**src/rtl/encrypt_controller.sv**
```systemverilog
// rtl/encrypt_controller.sv - LWE encryption sequencer: public-key row walk, select gating, mod-q accumulate, per-column output.
module encrypt_controller #(
    parameter int PLAINTEXT_MODULUS  = 64,
    parameter int PLAINTEXT_WIDTH    = 6,
    parameter int CIPHERTEXT_MODULUS = 1024,
    parameter int CIPHERTEXT_WIDTH   = 10,
    parameter int DIMENSION          = 10,
    parameter int DIM_WIDTH          = 4,
    parameter int BIG_N              = 30,
    parameter int ROW_WIDTH          = 5
) (
    input  logic                        clk,
    input  logic                        rst_n,
    input  logic                        start,
    input  logic [PLAINTEXT_WIDTH-1:0]  plaintext,
    input  logic [BIG_N-1:0]            select_bits,
    output logic                        busy,
    output logic                        pk_rd_en,
    output logic [ROW_WIDTH-1:0]        pk_row,
    output logic [DIM_WIDTH-1:0]        pk_col,
    input  logic [CIPHERTEXT_WIDTH-1:0] pk_rd_data,
    output logic                        ct_valid,
    input  logic                        ct_ready,
    output logic [CIPHERTEXT_WIDTH-1:0] ct_data,
    output logic [DIM_WIDTH-1:0]        ct_index,
    output logic                        done
);
    typedef enum logic [1:0] {S_IDLE, S_ISSUE, S_DRAIN, S_OUTPUT} state_t;

    localparam int LP_SHIFT = $clog2(CIPHERTEXT_MODULUS) - $clog2(PLAINTEXT_MODULUS);
    localparam logic [DIM_WIDTH-1:0] LP_LAST_COL = DIM_WIDTH'(DIMENSION);
    localparam logic [ROW_WIDTH-1:0] LP_LAST_ROW = ROW_WIDTH'(BIG_N - 1);

    state_t                        r_state;
    state_t                        w_next;
    logic [DIM_WIDTH-1:0]          r_col;
    logic [ROW_WIDTH-1:0]          r_row;
    logic [CIPHERTEXT_WIDTH-1:0]   r_acc;
    logic [PLAINTEXT_WIDTH-1:0]    r_pt;
    logic [BIG_N-1:0]              r_sel;
    logic                          r_rd_d;
    logic                          r_sel_d;
    logic                          r_done;
    logic                          w_handshake;
    logic                          w_last_col;
    logic [CIPHERTEXT_WIDTH-1:0]   w_scaled;

    assign w_handshake = (r_state == S_OUTPUT) && ct_ready;
    assign w_last_col  = (r_col == LP_LAST_COL);
    assign w_scaled    = CIPHERTEXT_WIDTH'(r_pt) << LP_SHIFT;

    always_ff @(posedge clk or posedge rst_n) begin
        if (rst_n) begin
            r_state <= S_IDLE;
        end else begin
            r_state <= w_next;
        end
    end

    always_comb begin
        w_next = r_state;
        case (r_state)
            S_IDLE:   if (start) w_next = S_ISSUE;
            S_ISSUE:  if (r_row == LP_LAST_ROW) w_next = S_DRAIN;
            S_DRAIN:  w_next = S_OUTPUT;
            S_OUTPUT: if (ct_ready) w_next = w_last_col ? S_IDLE : S_ISSUE;
            default:  w_next = S_IDLE;
        endcase
    end

    // r_rd_d marks cycles whose pk_rd_data answers a read; only those accumulate.
    always_ff @(posedge clk or posedge rst_n) begin
        if (rst_n) begin
            r_col   <= '0;
            r_row   <= '0;
            r_acc   <= '0;
            r_pt    <= '0;
            r_sel   <= '0;
            r_rd_d  <= 1'b0;
            r_sel_d <= 1'b0;
            r_done  <= 1'b0;
        end else begin
            r_rd_d  <= (r_state == S_ISSUE);
            r_sel_d <= r_sel[r_row];
            r_done  <= w_handshake && w_last_col;
            case (r_state)
                S_IDLE: begin
                    if (start) begin
                        r_pt  <= plaintext;
                        r_sel <= select_bits;
                        r_col <= '0;
                        r_row <= '0;
                        r_acc <= '0;
                    end
                end
                S_ISSUE: begin
                    r_row <= (r_row == LP_LAST_ROW) ? '0 : r_row + 1'b1;
                    if (r_rd_d) r_acc <= r_acc + (r_sel_d ? pk_rd_data : '0);
                end
                S_DRAIN: begin
                    r_acc <= r_acc + (r_sel_d ? pk_rd_data : '0);
                end
                S_OUTPUT: begin
                    if (ct_ready && !w_last_col) begin
                        r_col <= r_col + 1'b1;
                        r_row <= '0;
                        r_acc <= (r_col + 1'b1 == LP_LAST_COL) ? w_scaled : '0;
                    end
                end
                default: ;
            endcase
        end
    end

    assign busy     = (r_state != S_IDLE);
    assign pk_rd_en = (r_state == S_ISSUE);
    assign pk_row   = pk_rd_en ? r_row : '0;
    assign pk_col   = pk_rd_en ? r_col : '0;
    assign ct_valid = (r_state == S_OUTPUT);
    assign ct_data  = ct_valid ? r_acc : '0;
    assign ct_index = ct_valid ? r_col : '0;
    assign done     = r_done;
endmodule

```
**config.mk**
```make
export PLATFORM = sky130hd
export DESIGN_NAME = encrypt_controller
export DESIGN_NICKNAME = d
export VERILOG_FILES = /design/src/rtl/encrypt_controller.sv
export SDC_FILE = /design/constraint.sdc
export NUM_CORES = 1
export LEC_CHECK = 0
export BUFFER_PORTS_ARGS = -buffer_cell sky130_fd_sc_hd__buf_2
export CAP_MARGIN = 40
export CORE_UTILIZATION = 59
export CTS_CLUSTER_SIZE = 28
export DETAILED_ROUTE_END_ITERATION = 16
export GPL_ROUTABILITY_DRIVEN = 0
export HOLD_SLACK_MARGIN = 0.03
export PLACE_DENSITY = 0.91
export REMOVE_ABC_BUFFERS = 1
export SYNTH_ARGS = -nofsm -noshare
export SYNTH_HDL_FRONTEND = slang
export SYNTH_SLANG_ARGS = --single-unit
```
**constraint.sdc**
```tcl
create_clock -name clk -period 5.7 [get_ports clk]
set_clock_uncertainty 0.1 [all_clocks]
set_input_delay 0.57 -clock clk [delete_from_list [all_inputs] [get_ports clk]]
set_output_delay 0.57 -clock clk [all_outputs]
set_load 0.05 [all_outputs]
```
### After elaboration in Yosys (flattened, before gate mapping)

Index checks and enable logic that the tools add are counted.

| word-level totals | value |
|---|---|
| register bits after elaboration | 60 |
| bits in latches | 0 |
| bits in writable memories | 0 |
| ROM bits | 0 |
| input bits | 50 |
| output and inout port bits | 27 |
| logic and storage cells | 61 |
| memories kept | 0 |

| cells by class | value |
|---|---|
| add/sub/neg operators | 3 |
| multiply operators | 0 |
| div/mod/pow operators | 0 |
| order comparisons | 1 |
| equal/unequal tests | 11 |
| shift operators | 0 |
| multiplexer cells | 24 |
| bitwise gates (word level) | 0 |
| reductions and logical operators | 13 |

Operators by type and width:

| cell | count |
|---|---|
| $mux W10 | 6 |
| $pmux W10 S4 | 1 |
| $mux W5 | 4 |
| $mux W4 | 4 |
| $pmux W5 S3 | 1 |
| $reduce_and A3 Y1 | 4 |
| $add A10 B10 Y10 | 1 |
| $eq A4 B4 Y1 const B | 2 |
| $ne A2 B1 Y1 const B | 4 |
| $pmux W2 S4 | 1 |
| $pmux W4 S2 | 1 |
| $lt A5 B6 Y1 const B | 1 |
| $mux W2 | 3 |
| $add A5 B1 Y5 const B | 1 |
| $bmux W1 S5 | 1 |
| $eq A5 B5 Y1 const B | 1 |
| $add A4 B1 Y4 const B | 1 |
| $eq A2 B2 Y1 const B | 2 |
| $reduce_bool A2 Y1 | 2 |
| $logic_and A1 B1 Y1 | 3 |
| $reduce_bool A3 Y1 | 1 |
| $eq A2 B1 Y1 const B | 1 |
| $logic_not A2 Y1 | 1 |
| $mux W1 | 2 |
| other kinds (3) | 3 |

### Longest topological paths before layout

Gate-level depths: netlist of run 1.

| logic depth | value |
|---|---|
| depth in word-level cells | 5 |
| depth in mapped cells | 10 |
| mapped depth without buffers | 10 |

### Least setup slack after synthesis of run 1

Ideal clock, no wire load.

| path | value |
|---|---|
| kind | register -> output |
| from | reg r_state[1] |
| to | out pk_col[0] |
| arrival time | 1941 ps |
| data required time | 5030 ps |
| path slack | 3089 ps |
| stages on the path, launching flop included | 5 |
| cell sequence | dfrtp_1 -> inv_1 -> ha_1 -> inv_1 -> nor2_1 |

| on the way | value |
|---|---|
| cells in the longest elaborated chain, start to end | 2 |

Ends and longest elaborated chain:

| item | line | RTL |
|---|---|---|
| start: declaration | 34 | `state_t r_state;` |
| start signal: assignment | 56 | `r_state <= w_next;` |
| $eq A2 B1 Y1 | 116 | `assign pk_rd_en = (r_state == S_ISSUE);` |
| net pk_rd_en | 18 | `output logic pk_rd_en,` |
| $mux W4 | 118 | `assign pk_col = pk_rd_en ? r_col : '0;` |
| end: declaration | 20 | `output logic [DIM_WIDTH-1:0] pk_col,` |

The timed path passes the listed nets, and every way through them passes these cells.

### Worst setup path in the final report of run 1

| path | value |
|---|---|
| from | reg r_sel_d |
| to | reg r_acc[9] |

| on the way | value |
|---|---|
| cells in the longest elaborated chain, start to end | 4 |

Ends and longest elaborated chain:

| item | line | RTL |
|---|---|---|
| start: declaration | 42 | `logic r_sel_d;` |
| start signal: assignment | 84 | `r_sel_d <= r_sel[r_row];` |
| $mux W10 (*) | 98, 101 |  |
| $add A10 B10 Y10 (*) | 98, 101 |  |
| $mux W10 | 98 | `if (r_rd_d) r_acc <= r_acc + (r_sel_d ? pk_rd_data : '0);` |
| $pmux W10 S4 (*) | 86 | `case (r_state)` |
| end signal: assignment | 98 |  |
| end signal: assignment | 101 | `r_acc <= r_acc + (r_sel_d ? pk_rd_data : '0);` |
| end signal: assignment | 107 | `r_acc <= (r_col + 1'b1 == LP_LAST_COL) ? w_scaled : '0;` |
| end: declaration | 38 | `logic [CIPHERTEXT_WIDTH-1:0] r_acc;` |

Mark *: on every way between the ends. The rest lies on a longest branch, timed or not. The select of a mux whose other input is x is not followed.
A chain may end at the register's enable or synchronous reset.

==> qor.txt, run 1 <==
Max-slew violations: 0
CTS Buffer Depth: 2
Sink Count: 60
Data arrival time of the worst path: 2780 ps
Synth Cell Area: 3430 um^2
Vias: 2767
Sequential Power Share: 33.7%
Number of global-route vias before repair: 2780
Row cnt: 27
Post-Route WL: 7770 um
Resize count post-CTS: 0
Setup violators final: 0
IO buf count: 76
Clock latency on the worst-skew pair: 350 ps
Max FO, Critical Path: 10
Crit end category: flop
Outcome: completed
CP Launch Type: flop
Leak: 0.00195 uW
Crit path largest cell delay: 490 ps
Most common cell after layout, fill and taps aside: buf_2
# fillers: 376
Tmin final: 2650 ps
Internal power component: 1340 uW
All-layer global routing usage: 28.5%
Combinational power share: 44.4%
Setup TNS: 0 ps
Req. time, crit path: 5830 ps
Synth Flop Type: dfrtp_1
Antenna-violating nets left: 0
Critical path class: flop to flop
Residual DRC: 0
Core Box Area: 5540 um^2
Dpl cell area: 3880 um^2
P per Cell Area: 538 nW/um^2
Nets: 466
Sw frac: 39.7%
Design area: 4130 um^2
Largest net degree at the start of global routing: 61
Initial antenna violation count: 0
Max-cap violations: 0
Post-synth EDFFs: 0
Max VDD drop: 0.309 mV
Most numerous cell on the critical path: and2_1
Area growth, synth to finish: 20.4%
Hold Buf Count CTS: 0
Seq/Total Area, Yosys: 43.8%
Worst Path Buf+Inv: 0
Clock buffer count from CTS: 9
HP Class: input port to asynchronous set/reset pin
Mean area per synthesized cell: 10.9 um^2
Via-to-Cell Ratio: 5.85
Final Hold Vio Count: 0
Post-synthesis cell count: 316
RSZ-0062 raised after global routing: false
# IOs: 77
First-pass GRT wire length: 13100 um
CTS tree: done
Layout cells sized above 1: 30.4%
YS warnings: 0
CP Cell Sequence: and2_1 -> ha_1 -> and2_1 -> a221oi_1 -> a21oi_1 -> a211oi_1 -> xnor2_1 -> a31o_1
Max Fclk: 377 MHz
Initial core utilization: 61.9%
Setup Buffers After CTS: 0
Netlist cell types: 48
Die height: 78.2 um
Drt first pass iters: 4
Antenna diodes: 0
Leading cell types in the layout, fill and taps excluded: 76 x buf_2, 60 x dfrtp_1, 26 x and2_1
Clock Root Buffer: clkbuf_8
Final global-route overflow total: 0
Max H-tree Level: 3
Fin crit share: 46.5%
Hold_ws: 326 ps
Slew margin rel.: 50.5%
Clock transition at path regs: 60 ps
Wire length per cell: 16.4 um
Transition time at the pin with the least slew margin: 742 ps
CP delay by family, top: compound AO/OA/AOI/OAI gates
Critical path's slowest cell: dfrtp_1
DR iter-0 viols: 304
Clk pwr share: 21.9%
Async set-reset flop share out of synthesis: 100%
Psw: 883 uW
Die area: 6120 um^2
Die X: 78.2 um
Final HPWL DP: 5500 um
Synthesized flop and latch total: 60
==> metrics by stage <==
step           instances  total power, uW  util (%)  worst slack, ps
6_report             473             2220      74.5             3050
5_1_grt              473             2370      74.5             2950
3_3_place_gp         457             1670      70.0             3110
4_1_cts              473             2230      74.5             3070
3_5_place_dp         457             1730      70.0             2980
2_1_floorplan        306             1470         -             3000
==> worst min-delay path: cells and delay by family <==
kind / cells / cell delay [ps]
buffers and inverters: 3 / 700
==> worst paths after layout <==
check / from / end / slack [ps] / cells after the start
min in group clk: select_bits[6] / r_sel[6]$_DFFE_PP0P_ / 330 / 2
worst min register to register: r_sel[6]$_DFFE_PP0P_ / r_sel[6]$_DFFE_PP0P_ / 390 / 1
worst min-delay path: rst_n / r_sel[27]$_DFFE_PP0P_ / 330 / 3
worst max-delay path: r_sel_d$_DFF_PP0_ / r_acc[9]$_DFFE_PP0P_ / 3050 / 8
max in group asynchronous: rst_n / r_sel[18]$_DFFE_PP0P_ / 4670 / 3
worst max register to register: r_sel_d$_DFF_PP0_ / r_acc[9]$_DFFE_PP0P_ / 3050 / 8
==> power groups by stage <==
| stage | clock, uW | combinational (uW) | sequential [uW] |
|---|---|---|---|
| after floorplan | 0 | 769 | 702 |
| after global placement | 0 | 933 | 737 |
| after detailed placement | 0 | 977 | 756 |
| after CTS | 491 | 986 | 749 |
| after global routing | 511 | 1080 | 774 |
| final | 486 | 987 | 748 |
==> per-layer routing <==
layer  up-vias  track usage (%)  wire, um
li1       1302                -         -
met1      1349             34.9      3180
met2        98             47.8      3970
met3        18             6.51       433
met4         0             13.7       183
met5         -                0         0
==> cell families after synthesis <==
family	count (synthesis)	share of synthesized area [%]
AND/OR/NAND/NOR	92	13.5
AO/OA/AOI/OAI	62	11.9
flip-flops	60	43.8
multiplexers	49	18.9
buffers and inverters	29	3.32
adder cells (fa/ha/maj)	20	7.52
XOR/XNOR	4	1.02
==> final cells by class <==
type / instances / area, um^2 / area share (%)
Timing Repair Buffer: 79 / 403 / 9.75
Multi-Input combinational cell: 227 / 1810 / 43.9
Sequential cell: 60 / 1500 / 36.4
Clock inverter: 4 / 95.1 / 2.30
Inverter: 19 / 71.3 / 1.73
Clock buffer: 12 / 155 / 3.76
Tap cell: 72 / 90.1 / 2.18
==> state kept, by name, indices dropped and copies added (netlist names) <==
signal / flops
r_row: 5
r_col: 4
r_state: 2
r_rd_d: 1
done: 1
r_sel: 30
r_sel_d: 1
r_acc: 10
r_pt: 6
==> synthesized netlist by cell type (2+ instances only) <==
cell / number / share of area (%)
mux2_1: 21 / 6.9
mux4_2: 9 / 5.9
nand3b_1: 3 / 0.66
nand3_1: 4 / 0.58
a211oi_1: 2 / 0.44
o21ai_1: 11 / 1.6
mux2i_1: 3 / 0.88
inv_1: 18 / 2.0
nor2_1: 20 / 2.2
a32oi_1: 2 / 0.51
xnor2_1: 3 / 0.77
a31o_1: 2 / 0.51
o22ai_1: 3 / 0.55
nand2_1: 25 / 2.7
o21ai_0: 9 / 1.3
or2_1: 2 / 0.36
clkbuf_1: 8 / 0.88
and2_1: 26 / 4.7
a21oi_1: 9 / 1.3
o21a_1: 2 / 0.44
ha_1: 19 / 6.9
nand2b_1: 2 / 0.36
and3_1: 2 / 0.36
nand4_1: 2 / 0.36
dfrtp_1: 60 / 44
a22oi_1: 4 / 0.88
mux2_2: 16 / 5.3
o41ai_1: 2 / 0.51
o31ai_1: 7 / 1.5
nor2b_1: 2 / 0.36
(Power assumes the default switching activity.)
==> inputs of run 2 (changes only) <==
Settings changed: CORE_UTILIZATION 59 to 49, PLACE_DENSITY 0.91 to 0.81.
Clock period 5.7 ns to 2.2 ns, I/O delays scaled along.
==> qor.txt, run 2 (synthesis results as in run 1) <==
Residual DRC: 0
Hold Path Depth: 2
Non-Filler Instances: 556
Top Layer Used: met4
Core Box Area: 6790 um^2
Max-cap violations: 0
WL met3: 388 um
Initial core utilization: 50.5%
RSZ-0062 raised after global routing: true
Clock transition at path regs: 60 ps
DR iter-0 viols: 136
Hold_ws: 69.0 ps
Clock Root Buffer: clkbuf_8
IO buf count: 76
Final HPWL DP: 5720 um
Nets: 525
Layout cells sized above 1: 34.6%
Outcome: finished with violations
Clock buffer count from CTS: 9
Number of global-route vias before repair: 3018
Die area: 7340 um^2
Post-Route WL: 8520 um
Failing checks: negative setup slack
Wire length per cell: 15.3 um
Design area: 4760 um^2
CTS Buffer Depth: 2
Largest registers: r_sel: 30 flops, r_acc: 10 flops, r_pt: 6 flops
P per Cell Area: 1230 nW/um^2
Critical path class: flop to flop
Setup violators final: 3
All-layer global routing usage: 24.2%
Wl on met1: 3460 um
Transition time at the pin with the least slew margin: 480 ps
Vias: 2970
CP Cell Sequence: and2_1 -> ha_1 -> and2_4 -> a221oi_2 -> buf_4 -> and3_1 -> o41ai_2 -> a31o_1
Final Hold Vio Count: 0
First-pass GRT wire length: 13600 um
Max Fclk: 437 MHz
HP Class: input port to flop
Via-to-Cell Ratio: 5.34
Critical path's slowest cell: dfrtp_1
Fin crit share: 104%
Slew margin rel.: 67.9%
Initial antenna violation count: 0
Tmin final: 2290 ps
Dpl cell area: 4110 um^2
HP Start: plaintext[0]
Wire length on met2: 4520 um
R2R Path End: r_acc[5]$_DFFE_PP0P_
Drt first pass iters: 4
Leading cell types in the layout, fill and taps excluded: 76 x buf_2, 60 x dfrtp_1, 37 x dlygate4sd3_1
Leak: 0.00222 uW
CP delay by family, top: compound AO/OA/AOI/OAI gates
Max FO, Critical Path: 6
Max VDD drop: 0.640 mV
Max-slew violations: 0
# fillers: 503
Die height: 85.7 um
Req. time, crit path: 2310 ps
Data arrival time of the worst path: 2400 ps
Worst Reg2Reg Path Length in Cells: 8
# IOs: 77
Multi-input logic area: 1910 um^2
Area growth, synth to finish: 38.9%
Antenna diodes: 0
Antenna-violating nets left: 0
Hold Crit Endpoint: r_pt[0]$_DFFE_PP0P_
Number of flip-flops under the largest register name: 30
Crit path from: r_sel_d$_DFF_PP0_
Most flops, register: r_sel
Max H-tree Level: 3
CTS tree: done
Most common cell after layout, fill and taps aside: buf_2
Worst R2R Setup Slack: -90 ps
Sink Count: 60
Die X: 85.7 um
Post-Place Cells: 502
Crit path largest cell delay: 420 ps
Crit end category: flop
Worst Path Buf+Inv: 1
Post-route setup slack: -89.4 ps
Setup TNS: -136 ps
CP Launch Type: flop
Clock latency on the worst-skew pair: 330 ps
Worst r2r src: r_sel_d$_DFF_PP0_
Final global-route overflow total: 0
Row cnt: 30
Sequential Area: 1500 um^2
Largest net degree at the start of global routing: 41
run 2: layout make-up:
type	count	share of cell area, %
Clock buffer	10	2.68
Timing Repair Buffer	138	20.5
Sequential cell	60	31.5
Multi-Input combinational cell	227	40.1
Tap cell	96	2.52
Inverter	19	1.50
Clock inverter	6	1.16
run 2: worst max-delay path by stage:
stage,end,slack [ps],cells after the start
floorplan,r_acc[9]$_DFFE_PP0P_,-500,7
global placement,r_acc[9]$_DFFE_PP0P_,-110,8
detailed placement,r_acc[9]$_DFFE_PP0P_,-180,8
CTS,r_acc[9]$_DFFE_PP0P_,2,8
global route,r_acc[5]$_DFFE_PP0P_,-160,8
finish,r_acc[5]$_DFFE_PP0P_,-90,8
run 2: where the power goes:
group          total [uW]  internal, uW  leakage, uW  switching [uW]
clock network         931           513    0.0000996             418
logic                3070          1400      0.00138            1660
registers            1860          1570     0.000744             288
run 2: what timing repair did:
item / 4_1_cts / 5_1_grt
hold endpoints to repair: 56 / 0
gates resized for setup: 7 / 14
pin swaps: 2 / 8
hold buffers: 37 / 0
endpoints found under the setup margin: 3 / 6
setup buffers: 1 / 0
run 2: per-stage QoR:
stage | utilization, % | power [uW] | setup slack, ps
after floorplan | - | 3810 | -503
after global placement | 60.4 | 4610 | -112
after detailed placement | 60.4 | 4750 | -176
after CTS | 69.1 | 5780 | 2.21
after global routing | 70.1 | 6250 | -157
final | 70.1 | 5860 | -89.4
run 2: routing by layer:
layer  up-vias  GRT usage, %
met5         -             0
met2       108          44.6
met3        16          6.35
met1      1431          27.4
met4         0          7.42
li1       1415             -
==> inputs of run 3 (changes only) <==
Settings changed: CORE_ASPECT_RATIO from default to 0.75.
==> qor.txt, run 3 (synthesis results as in run 1) <==
Outcome: completed
Setup TNS: 0 ps
Die height: 74.5 um
CTS Buffer Depth: 2
Die X: 98.6 um
Clock transition at path regs: 70 ps
Slew margin rel.: 58.9%
Data arrival time of the worst path: 2300 ps
Initial antenna violation count: 2
IO buf count: 76
Max Fclk: 460 MHz
Sw frac: 39.9%
Wire length per cell: 17.0 um
# IOs: 77
P per Cell Area: 1270 nW/um^2
Largest registers: r_sel: 30 flops, r_acc: 10 flops, r_pt: 6 flops
Final HPWL DP: 5870 um
Max FO, Critical Path: 6
Area growth, synth to finish: 43.1%
Clk pwr share: 18.2%
Post-Route WL: 9320 um
Req. time, crit path: 2320 ps
Tmin final: 2170 ps
Number of flip-flops under the largest register name: 30
Core Box Area: 6800 um^2
Sequential Area: 1500 um^2
Critical path class: flop to flop
Sink Count: 60
# fillers: 452
Clock latency on the worst-skew pair: 330 ps
CP Launch Type: flop
Final global-route overflow total: 0
Via-to-Cell Ratio: 5.65
Layout cells sized above 1: 37.4%
Clock Root Buffer: clkbuf_8
Fin crit share: 98.8%
Largest net degree at the start of global routing: 37
Max H-tree Level: 3
Initial core utilization: 50.4%
Setup violators final: 0
Number of global-route vias before repair: 2938
Crit path largest cell delay: 450 ps
Final Util: 72.2%
Sequential Power Share: 30.4%
Die area: 7340 um^2
Max-cap violations: 0
Critical path's slowest cell: dfrtp_2
Row cnt: 26
CTS tree: done
Multi-input logic area: 1990 um^2
Clock buffer count from CTS: 9
Vias: 3102
Most flops, register: r_sel
CP Cell Sequence: and2_4 -> ha_4 -> inv_2 -> fa_2 -> nor2b_4 -> o31ai_4 -> nor3_1 -> a311o_1 -> a22oi_1 -> o21ai_1
Crit end category: flop
First-pass GRT wire length: 14600 um
Max-slew violations: 0
RSZ-0062 raised after global routing: true
Residual DRC: 0
Dpl cell area: 4110 um^2
Antenna-violating nets left: 0
All-layer global routing usage: 26.8%
Nets: 528
Worst R2R Setup Slack: 30 ps
HP Class: input port to flop
Design area: 4910 um^2
Psw: 2490 uW
Drt first pass iters: 5
DR iter-0 viols: 231
Leak: 0.00224 uW
Combinational power share: 51.4%
Internal power component: 3750 uW
Hold_ws: 297 ps
Most common cell after layout, fill and taps aside: buf_2
Max VDD drop: 0.617 mV
Leading cell types in the layout, fill and taps excluded: 76 x buf_2, 58 x dfrtp_1, 38 x dlygate4sd3_1
Final Hold Vio Count: 0
Transition time at the pin with the least slew margin: 616 ps
run 3: final cells by class:
cell class,instances,area share [%]
repair buffers,141,20.6
flip-flops and latches,60,30.6
inverters,19,1.45
multi-input cells,227,40.5
clock buffers,13,3.24
clock inverters,3,1.40
well taps,84,2.14
diodes,2,0.102
run 3: worst max-delay path: cells and delay by family (launching register included):
| kind | cells | cell delay [ps] |
|---|---|---|
| buf+inv | 1 | 50 |
| flops | 1 | 450 |
| compound gates | 4 | 790 |
| fa+ha+maj | 2 | 380 |
| simple gates | 3 | 290 |
run 3: timing repair:
| action | in CTS | in global routing |
|---|---|---|
| pin swaps | 4 | 10 |
| hold buffers | 37 | 1 |
| resized for setup | 10 | 29 |
| gates cloned | 0 | 0 |
| setup endpoints to repair | 3 | 8 |
| buffers inserted | 1 | 0 |
| hold endpoints to repair | 62 | 1 |
run 3: power groups by stage:
| stage | combinational, uW | clock, uW | sequential [uW] |
|---|---|---|---|
| final | 3200 | 1130 | 1900 |
| after global routing | 3470 | 1200 | 1940 |
| after CTS | 3000 | 1150 | 1860 |
| after detailed placement | 2890 | 0 | 1880 |
| after global placement | 2800 | 0 | 1840 |
| after floorplan | 1990 | 0 | 1820 |
run 3: per-layer routing:
metal | part of all wire, % | vias to the layer above | GRT usage [%]
met2 | 48 | 172 | 44.7
met5 | 0 | - | 0
met1 | 42 | 1487 | 34.9
met3 | 6.9 | 20 | 6.86
li1 | - | 1423 | -
met4 | 2.5 | 0 | 8.79
run 3: metrics by stage:
| step | total power (uW) | cells | worst slack (ps) |
|---|---|---|---|
| floorplan | 3810 | 306 | -503 |
| global placement | 4640 | 492 | -101 |
| detailed placement | 4770 | 492 | -172 |
| CTS | 6000 | 546 | 8.05 |
| global route | 6610 | 549 | -75.1 |
| finish | 6230 | 549 | 25.4 |
run 3: final timing paths:
| check | from | to | depth (start not counted) |
|---|---|---|---|
| setup / recovery | r_sel_d$_DFF_PP0_ | r_acc[6]$_DFFE_PP0P_ | 10 |
| setup reg to reg | r_sel_d$_DFF_PP0_ | r_acc[6]$_DFFE_PP0P_ | 10 |
| max in group asynchronous | rst_n | r_row[1]$_DFFE_PP0P_ | 4 |
| hold reg to reg | r_sel[18]$_DFFE_PP0P_ | r_sel[18]$_DFFE_PP0P_ | 1 |
| hold / removal | pk_rd_data[1] | r_acc[1]$_DFFE_PP0P_ | 4 |
| min in group asynchronous | rst_n | r_pt[1]$_DFFE_PP0P_ | 3 |
